--- src/rtl/pipe_stage_reg.sv ---
// pipe_stage_reg: handshaked pipeline register for an inter-stage boundary.
// It carries a control bundle and a data bundle with a valid bit.
// It supports ready back-pressure and a flush that inserts a bubble.
// With SKID=1 a one-entry skid buffer lets in_ready come from a flop,
// so a long stall chain never forms a combinational ready path.
// With SKID=0 it is a single register with a combinational in_ready.
// The control register is cleared whenever the stage empties.
// This keeps downstream write enables inert in bubbles without output gating.
module pipe_stage_reg #(
  parameter int CTRL_W = 4,
  parameter int DATA_W = 75,
  parameter int SKID   = 1
) (
  input  logic              clk,
  input  logic              reset,
  input  logic              flush,
  input  logic              in_valid,
  output logic              in_ready,
  input  logic [CTRL_W-1:0] in_ctrl,
  input  logic [DATA_W-1:0] in_data,
  output logic              out_valid,
  input  logic              out_ready,
  output logic [CTRL_W-1:0] out_ctrl,
  output logic [DATA_W-1:0] out_data,
  output logic [1:0]        occupancy
);

  // The encoding doubles as the occupancy count.
  typedef enum logic [1:0] {
    EMPTY = 2'd0,
    ONE   = 2'd1,
    TWO   = 2'd2
  } state_t;

  state_t            state, state_n;
  logic [CTRL_W-1:0] main_ctrl, main_ctrl_n;
  logic [DATA_W-1:0] main_data, main_data_n;
  logic [CTRL_W-1:0] skid_ctrl, skid_ctrl_n;
  logic [DATA_W-1:0] skid_data, skid_data_n;
  logic              ready_q, ready_n;
  logic              up_xfer, dn_xfer;

  // With SKID=0 the TWO state is never entered, so the same FSM serves both variants.
  // Only the source of in_ready differs between them.
  assign in_ready  = (SKID != 0) ? ready_q : ((state == EMPTY) || out_ready);
  assign out_valid = (state != EMPTY);
  assign out_ctrl  = main_ctrl;
  assign out_data  = main_data;
  assign occupancy = state;
  assign up_xfer   = in_valid && in_ready;
  assign dn_xfer   = out_valid && out_ready;

  // Next-state and register-load decisions; flush overrides everything except reset
  always_comb begin
    state_n     = state;
    main_ctrl_n = main_ctrl;
    main_data_n = main_data;
    skid_ctrl_n = skid_ctrl;
    skid_data_n = skid_data;
    unique case (state)
      EMPTY: begin
        if (up_xfer) begin
          state_n     = ONE;
          main_ctrl_n = in_ctrl;
          main_data_n = in_data;
        end
      end
      ONE: begin
        if (up_xfer && dn_xfer) begin
          main_ctrl_n = in_ctrl;
          main_data_n = in_data;
        end else if (up_xfer && (SKID != 0)) begin
          state_n     = TWO;
          skid_ctrl_n = in_ctrl;
          skid_data_n = in_data;
        end else if (dn_xfer) begin
          state_n     = EMPTY;
          main_ctrl_n = '0;
        end
      end
      TWO: begin
        if (out_ready) begin
          state_n     = ONE;
          main_ctrl_n = skid_ctrl;
          main_data_n = skid_data;
          skid_ctrl_n = '0;
        end
      end
      default: begin
        state_n     = EMPTY;
        main_ctrl_n = '0;
        skid_ctrl_n = '0;
      end
    endcase
    if (flush) begin
      state_n     = EMPTY;
      main_ctrl_n = '0;
      main_data_n = main_data;
      skid_ctrl_n = '0;
      skid_data_n = skid_data;
    end
    ready_n = (state_n != TWO);
  end

  // State, payload and registered-ready flops with asynchronous clear
  always_ff @(posedge clk or posedge reset) begin
    if (reset) begin
      state     <= EMPTY;
      main_ctrl <= '0;
      main_data <= '0;
      skid_ctrl <= '0;
      skid_data <= '0;
      ready_q   <= 1'b1;
    end else begin
      state     <= state_n;
      main_ctrl <= main_ctrl_n;
      main_data <= main_data_n;
      skid_ctrl <= skid_ctrl_n;
      skid_data <= skid_data_n;
      ready_q   <= ready_n;
    end
  end

endmodule

--- config.mk ---
export PLATFORM = sky130hd
export DESIGN_NAME = pipe_stage_reg
export DESIGN_NICKNAME = d
export VERILOG_FILES = /design/src/rtl/pipe_stage_reg.sv
export SDC_FILE = /design/constraint.sdc
export NUM_CORES = 1
export LEC_CHECK = 0
export BUFFER_PORTS_ARGS = -buffer_cell sky130_fd_sc_hd__buf_2
export CORE_ASPECT_RATIO = 0.7
export CORE_UTILIZATION = 55
export CTS_BUF_LIST = sky130_fd_sc_hd__clkbuf_2
export CTS_CLUSTER_SIZE = 40
export DETAILED_ROUTE_END_ITERATION = 6
export MAX_ROUTING_LAYER = met4
export PLACE_DENSITY = 0.9
export SYNTH_ARGS = -nofsm -noshare
export SYNTH_HDL_FRONTEND = slang
export SYNTH_SLANG_ARGS = --single-unit
--- constraint.sdc ---
create_clock -name clk -period 11 [get_ports clk]
set_input_delay 2.75 -clock clk [delete_from_list [all_inputs] [get_ports clk]]
set_output_delay 2.75 -clock clk [all_outputs]
set_load 0.01 [all_outputs]
---- After elaboration in Yosys (flattened, before gate mapping) ----
Cells that the tools add are included.
cells by class
  mux-type cells .......................... 22
  eq/ne operators ......................... 13
  bitwise logic cells ..................... 2
  reductions and logical operators ........ 10
operator list
  operator                                                               count
  75-bit 2-to-1 mux                                                      3
  75-bit one-hot mux with 3 select lines                                 1
  4-bit 2-to-1 mux                                                       9
  4-bit one-hot mux with 3 select lines                                  2
  2-bit 2-to-1 mux                                                       6
  3-bit != test, second input constant                                   4
  4-bit AND reduction                                                    3
  2-bit != test, second input constant                                   5
  4-bit != test, second input constant                                   2
  2-bit one-hot mux with 3 select lines                                  1
  5-bit AND reduction                                                    1
  1-bit logical AND                                                      3
  3-bit nonzero test                                                     1
  2-bit by 1-bit equality test with 1-bit output, second input constant  1
  2-bit equality test, second input constant                             1
  2-bit zero test                                                        1
  1-bit NOT                                                              2
  2-bit nonzero test                                                     1
word-level totals
  output and inout bits ................... 83
  register bits ........................... 161

---- Depth between registers and ports, before layout ----
Gate-level depths: netlist of the first run.
  word-level depth ........................ 8
  mapped depth ............................ 7
  gate-level depth less buffers ........... 4

---- Least setup slack after synthesis of the first run ----
Ideal clock, no wire load.
  kind .................................... input-to-reg
  start ................................... in out_ready
  end ..................................... reg main_data[0] (netlist: out_data[0])
  path buffers ............................ 2
  arrival time ............................ 3687 ps
  required time ........................... 10877 ps
  stages on the path ...................... 5
  slack ................................... 7190 ps
  cell sequence ........................... and4b_1 > o31ai_4 > buf_4 > buf_2 > o21ai_1
between the ends
  word-level cells in the longest chain between the ends .. 4
  elaborated cells on any way between the ends .. 5
ends and longest elaborated chain
  item                             RTL line  source
  start: declaration               22        input logic out_ready,
  1-bit logical AND                51        assign dn_xfer = out_valid && out_ready;
  1-bit logical AND                69        if (up_xfer && dn_xfer) begin
  2-bit != test (no line)          -
  5-bit AND reduction (no line) *  -
  end signal: assignment           117       main_data <= main_data_n;
  end: declaration                 37        logic [DATA_W-1:0] main_data, main_data_n;
Every way passes the cells marked *; elsewhere a longest branch is shown, timed or not.
A chain may end at the register's enable or synchronous reset.

---- Worst setup path after layout of the first run ----
  start ................................... reg state[1] (netlist: occupancy[1])
  end ..................................... out out_valid
between the ends
  word-level cells in the longest chain between the ends .. 1
ends and longest elaborated chain
  item                      RTL line  source
  start: declaration        35        state_t state, state_n;
  start signal: assignment  115       state <= state_n;
  2-bit nonzero test        46        assign out_valid = (state != EMPTY);
  end: declaration          21        output logic out_valid,
No other way between the ends.

==> results of run 1 <==
-- worst max-delay path: cells and delay by family (launching register included) --
kind | cells | cell delay (ps)
buffers and inverters | 1 | 140
AND/OR/NAND/NOR | 1 | 380
flip-flops | 1 | 640
-- final cells by class --
| class | instances | area, sq um | area share [%] |
|---|---|---|---|
| diodes | 1 | 2.50 | 0.0310 |
| repair buffers | 172 | 876 | 10.8 |
| clock inverters | 13 | 230 | 2.85 |
| inverters | 3 | 16.3 | 0.201 |
| clock buffers | 19 | 95.1 | 1.18 |
| flip-flops and latches | 161 | 4030 | 49.9 |
| well taps | 157 | 196 | 2.43 |
| multi-input cells | 345 | 2630 | 32.5 |
-- metrics by stage --
stage | area (sq um) | power (uW) | util (%) | hold WS, ps
global placement | 7750 | 1090 | 64.9 | 456
floorplan | 6850 | 993 | - | 464
global route | 8070 | 1600 | 67.7 | 543
detailed placement | 7750 | 1120 | 64.9 | 467
CTS | 8070 | 1530 | 67.6 | 511
finish | 8070 | 1510 | 67.7 | 506
-- layer usage --
layer / part of all wire [%] / global-route usage, % / wire, um / vias to the layer above
met2: 48 / 36.1 / 6860 / 143
met3: 5.9 / 6.75 / 843 / 14
li1: - / - / - / 2238
met4: 0.71 / 7.68 / 102 / 0
met5: 0 / - / 0 / -
met1: 45 / 31.0 / 6510 / 2388
-- final timing paths --
check | end | slack, ps | cells after the start
max in group asynchronous | skid_data[23]$_DFFE_PP0P_ | 7260 | 3
hold reg to reg | out_data[9]$_DFFE_PP0P_ | 510 | 2
min in group asynchronous | out_data[64]$_DFFE_PP0P_ | 2120 | 2
hold / removal | out_data[9]$_DFFE_PP0P_ | 510 | 2
setup / recovery | out_valid | 6410 | 2
setup reg to reg | out_data[28]$_DFFE_PP0P_ | 8060 | 5
-- power by group --
group | leakage [uW] | switching [uW] | internal (uW)
combinational | 0.00228 | 147 | 150
sequential | 0.00200 | 77.1 | 732
clock | 0.000185 | 210 | 198
total | 0.00446 | 434 | 1080
-- cell families after synthesis --
family | Yosys count | synth area share (%)
compound gates | 96 | 8.21
buf+inv | 38 | 2.85
flops | 161 | 58.9
mux | 154 | 23.9
simple gates | 95 | 6.18
-- cells in the final DEF, fill, tap and decap left out, types with 5 or more instances in the layout --
master / n
buf_2: 166
dfrtp_1: 160
mux2i_1: 79
nand2_1: 77
mux2_2: 72
o21ai_0: 45
o21ai_1: 32
clkbuf_2: 19
bufinv_16: 6
buf_4: 6
inv_6: 5
-- state kept, by name, summed over array words and instances, names as in the netlist --
signal and flops:
out_data 75, skid_data 75, out_ctrl 4, skid_ctrl 4, occupancy 2, in_ready 1
==> metrics.md, run 1 <==
| Metric | Value |
|---|---|
| H-tree lvl count | 4 |
| CTS Buf Count | 17 |
| Site Rows | 33 |
| Worst skew pair latency | 680 ps |
| DP Worst Slack | 5970 ps |
| Yosys top cell area share | 58.5% |
| DRT iter0 DRCs | 179 |
| Fill count | 847 |
| Synth Warn # | 0 |
| CP Launch Point | occupancy[1]$_DFF_PP0_ |
| Synth Flop Type | dfrtp_1 |
| Cell variety after synth | 35 |
| Post-route setup slack | 6410 ps |
| Rel. slew slack | 24.8% |
| Cell Chain, Critical Path | or2_2 -> buf_2 |
| HP Class | reg -> reg |
| Worst path max stage delay | 640 ps |
| Synth area leader | dfrtp_1 |
| Die H | 95.3 um |
| IO Pins | 167 |
| Synth-to-Final Area Change | 17.9% |
| Root Driver | clkbuf_2 |
| Max Cap Viol | 0 |
| Port bufs | 166 |
| Setup Buffers After CTS | 0 |
| Antenna violations before repair | 1 |
| Die area | 12900 sq um |
| CTS tree | done |
| Synth area leaders | dfrtp_1 (58%), mux2_2 (12%), mux2i_1 (12%), nand2_1 (4.2%), o21ai_0 (3.3%) |
| Pre-Repair DR Iteration Count | 4 |
| Sink Count | 161 |
| Mapped Area | 6850 sq um |
| WL per Instance | 16.4 um |
| Synth cell count leaders | dfrtp_1 (160), mux2i_1 (79), nand2_1 (77) |
| Worst clock skew | 32.3 ps |
| Flops & latches, synth | 161 |
| Crit-path max FO | 15 |
| FMAX | 0.218 GHz |
| Net Count, Synth | 628 |
| Layout Cells excl Fill | 871 |
| Final Max Tran Viols | 0 |
| Critical path arrival | 1840 ps |
| Post-synth EDFFs | 0 |
| Post-DP HPWL | 9.62 mm |
| DRC viols | 0 |
| Placer Congestion | 0.835 |
| RSZ-0062 raised after global routing | no |
| Layout cell share with drive strength beyond 1 | 39.4% |
| Status | finished clean |
| Syn avg cell area | 12.6 sq um |
| Fin crit share | 41.7% |
| Global route overflow | 0 |
| Drt via density | 5.49 |
| Initial core utilization | 57.4% |
| Cell leakage power | 0.00446 uW |
| Via count | 4783 |
| Hold buffer count at CTS | 0 |
| Nets | 784 |
| Worst-case clock buffer depth | 2 |
| Cell count after synthesis | 544 |
| Die W | 135 um |
| Setup violators final | 0 |
| Final Hold Fails | 0 |
| RR Startpoint | occupancy[1]$_DFF_PP0_ |
| Clk slew on worst S/H paths | 220 ps |
| Maximum vdd drop | 0.000117 V |
| Placed cells | 838 |
| Type of the worst setup path | reg -> out |
| CP max stage cell | dfrtp_1 |
| Detail Route Antenna Nets | 0 |
| Core area | 11900 sq um |
| Pwr Density | 187 nW/um^2 |
| Largest net degree at the start of global routing | 90 |
| Async S/R FF share, synth | 100% |
| Gr usage total | 23.8% |
| CP startpoint kind | flop |
| First-pass GRT wire length | 22.9 mm |
| Crit. End Element | output port |
| Setup_tns | 0 ps |
| Data required time of the worst path | 8250 ps |
| Most common cell in the netlist | dfrtp_1 |
| Minimum clock period | 4590 ps |
| Final WL | 14.3 mm |
| PostCTS Resize Cnt | 0 |
| Seq/Total Area, Yosys | 58.9% |
| Vias in the first global route | 4692 |
| Hold path startpoint | out_data[9]$_DFFE_PP0P_ |
| Worst-Margin Slew | 1130 ps |
(Power assumes the default switching activity.)
==> run 2, diff against run 1 <==
==> constraint.sdc (replaced) <==
create_clock -name clk -period 4.3 [get_ports clk]
set_input_delay 1.075 -clock clk [delete_from_list [all_inputs] [get_ports clk]]
set_output_delay 1.075 -clock clk [all_outputs]
set_load 0.01 [all_outputs]
==> metrics.md, run 2 (synthesis gave the netlist of run 1 again) <==
| Metric | Value |
|---|---|
| Detail Route Antenna Nets | 0 (unchanged) |
| Drt via density | 5.46 (-0.56%) |
| PostCTS Resize Cnt | 0 (unchanged) |
| Root Driver | clkbuf_2 |
| Nets | 783 (-0.13%) |
| Worst clock skew | 38.3 ps (+6.01 ps) |
| DRC viols | 0 (unchanged) |
| Pwr Density | 456 nW/um^2 (+140%) |
| Largest net degree at the start of global routing | 151 (+68%) |
| Critical path arrival | 1800 ps (-40 ps) |
| Clk slew on worst S/H paths | 220 ps (about the same) |
| Hold buffer count at CTS | 0 (unchanged) |
| CP startpoint kind | flop |
| Rel. slew slack | 26.4% (+1.6 points) |
| Worst-case clock buffer depth | 2 (unchanged) |
| Hold slack | 471 ps (-35.3 ps) |
| Status | finished clean |
| Synth-to-Final Area Change | 17.1% |
| Setup_tns | 0 ps (unchanged) |
| Antenna diodes | 0 (-1) |
| H-tree lvl count | 4 (unchanged) |
| Final Hold Fails | 0 (unchanged) |
| R2R depth | 4 (-1) |
| Die W | 135 um (unchanged) |
| RSZ-0062 raised after global routing | no |
| Die area | 12900 sq um (unchanged) |
| Fin crit share | 66.7% |
| Crit-path max FO | 15 (unchanged) |
| Setup violators final | 0 (unchanged) |
| Initial core utilization | 57.4% (unchanged) |
| Site Rows | 33 (unchanged) |
| Max Cap Viol | 0 (unchanged) |
| Post-DP HPWL | 9.46 mm (-1.6%) |
| Commonest non-fill, non-tap cell in the layout | buf_2 |
| WL per Instance | 16.2 um (-1.3%) |
| Gr usage total | 23.5% (-0.24 points) |
| Data required time of the worst path | 3220 ps (-5030 ps) |
| CTS Buf Count | 17 (unchanged) |
| Cell leakage power | 0.00444 uW (-0.64%) |
| Placer Congestion | 0.902 (+8.0%) |
| Crit. End Element | output port |
| Core area | 11900 sq um (unchanged) |
| FMAX | 0.348 GHz |
| Type of the worst setup path | reg -> out |
| HP Class | in -> async |
| Worst-Margin Slew | 1100 ps (-24.2 ps) |
| Pre-Repair DR Iteration Count | 4 (unchanged) |
| Final Max Tran Viols | 0 (unchanged) |
| CTS tree | done |
| Vias in the first global route | 4731 (+0.83%) |
| Post-place instance area | 7770 sq um (+0.37%) |
| Sink Count | 161 (unchanged) |
| Global route overflow | 0 (unchanged) |
| Worst skew pair latency | 660 ps (-20 ps) |
| IO Pins | 167 (unchanged) |
| Setup Buffers After CTS | 0 (unchanged) |
| RR Startpoint | occupancy[0]$_DFF_PP0_ |
| Antenna violations before repair | 0 (-1) |
| Port bufs | 166 (unchanged) |
| Minimum clock period | 2870 ps |
| Maximum vdd drop | 0.000317 V (+170%) |
| R2r setup slk | 1770 ps (-6290 ps) |
| Final WL | 14.1 mm (-1.6%) |
| Cell area after layout | 8010 sq um (-0.76%) |
| Via count | 4740 (-0.90%) |
| Layout cell share with drive strength beyond 1 | 39.2% (-0.17 points) |
| Reg2reg end | out_data[12]$_DFFE_PP0P_ |
| DRT iter0 DRCs | 227 (+27%) |
| First-pass GRT wire length | 22.6 mm (-1.2%) |
| Die H | 95.3 um (unchanged) |
| Most frequent cells in the layout | buf_2 (166), dfrtp_1 (160), mux2i_1 (79) |
==> run 2: cell types whose count changed in the layout (fill, tap and decap cells not counted), sizes merged <==
cell / delta
clkinv: +6
inv: -5
bufinv: -3
buf: -1
clkinvlp: +1
diode: -1
==> run 2: worst max path at each step <==
| stage | endpoint | depth (start not counted) | from | slack [ps] |
|---|---|---|---|---|
| finish | out_valid | 2 | occupancy[1]$_DFF_PP0_ | 1430 |
| CTS | out_valid | 2 | occupancy[1]$_DFF_PP0_ | 1370 |
| detailed placement | out_data[33]$_DFFE_PP0P_ | 5 | out_ready | 1650 |
| global placement | out_data[11]$_DFFE_PP0P_ | 5 | out_ready | 1780 |
| floorplan | occupancy[0]$_DFF_PP0_ | 1 | reset | 1180 |
| global route | out_valid | 2 | occupancy[1]$_DFF_PP0_ | 1290 |
==> run 2: per-layer routing <==
metal	wire [um]	share of wire (%)	track usage, %	vias up
li1	-	-	-	2227
met1	6380	45	30.3	2341
met2	6670	47	37.0	156
met3	895	6.4	5.79	16
met4	138	0.98	7.30	0
met5	0	0	-	-
==> run 2: layout make-up <==
cell class,instances,area (sq um)
flip-flops and latches,161,4030
fillers,855,3920
multi-input cells,345,2630
repair buffers,171,906
well taps,157,196
clock inverters,12,143
clock buffers,19,95.1
inverters,3,15.0
==> run 2: worst max-delay path, cell delays in order (launching register included) <==
cell and delay [ps]:
dfrtp_1 620, or2_2 370, buf_2 140
==> run 2: metrics by stage <==
step,power (uW),util [%],worst slack [ps],std cells
3_3_place_gp,2790,65.2,1780,837
2_1_floorplan,2540,-,1180,544
3_5_place_dp,2870,65.2,1650,837
6_report,3650,67.1,1430,868
4_1_cts,3690,67.1,1370,868
5_1_grt,3870,67.1,1290,868
==> run 2: report_power, final <==
group	switching (uW)	total, uW	internal, uW
Sequential	192	2060	1870
Combinational	380	769	389
Clock	501	820	319
Total	1070	3650	2580
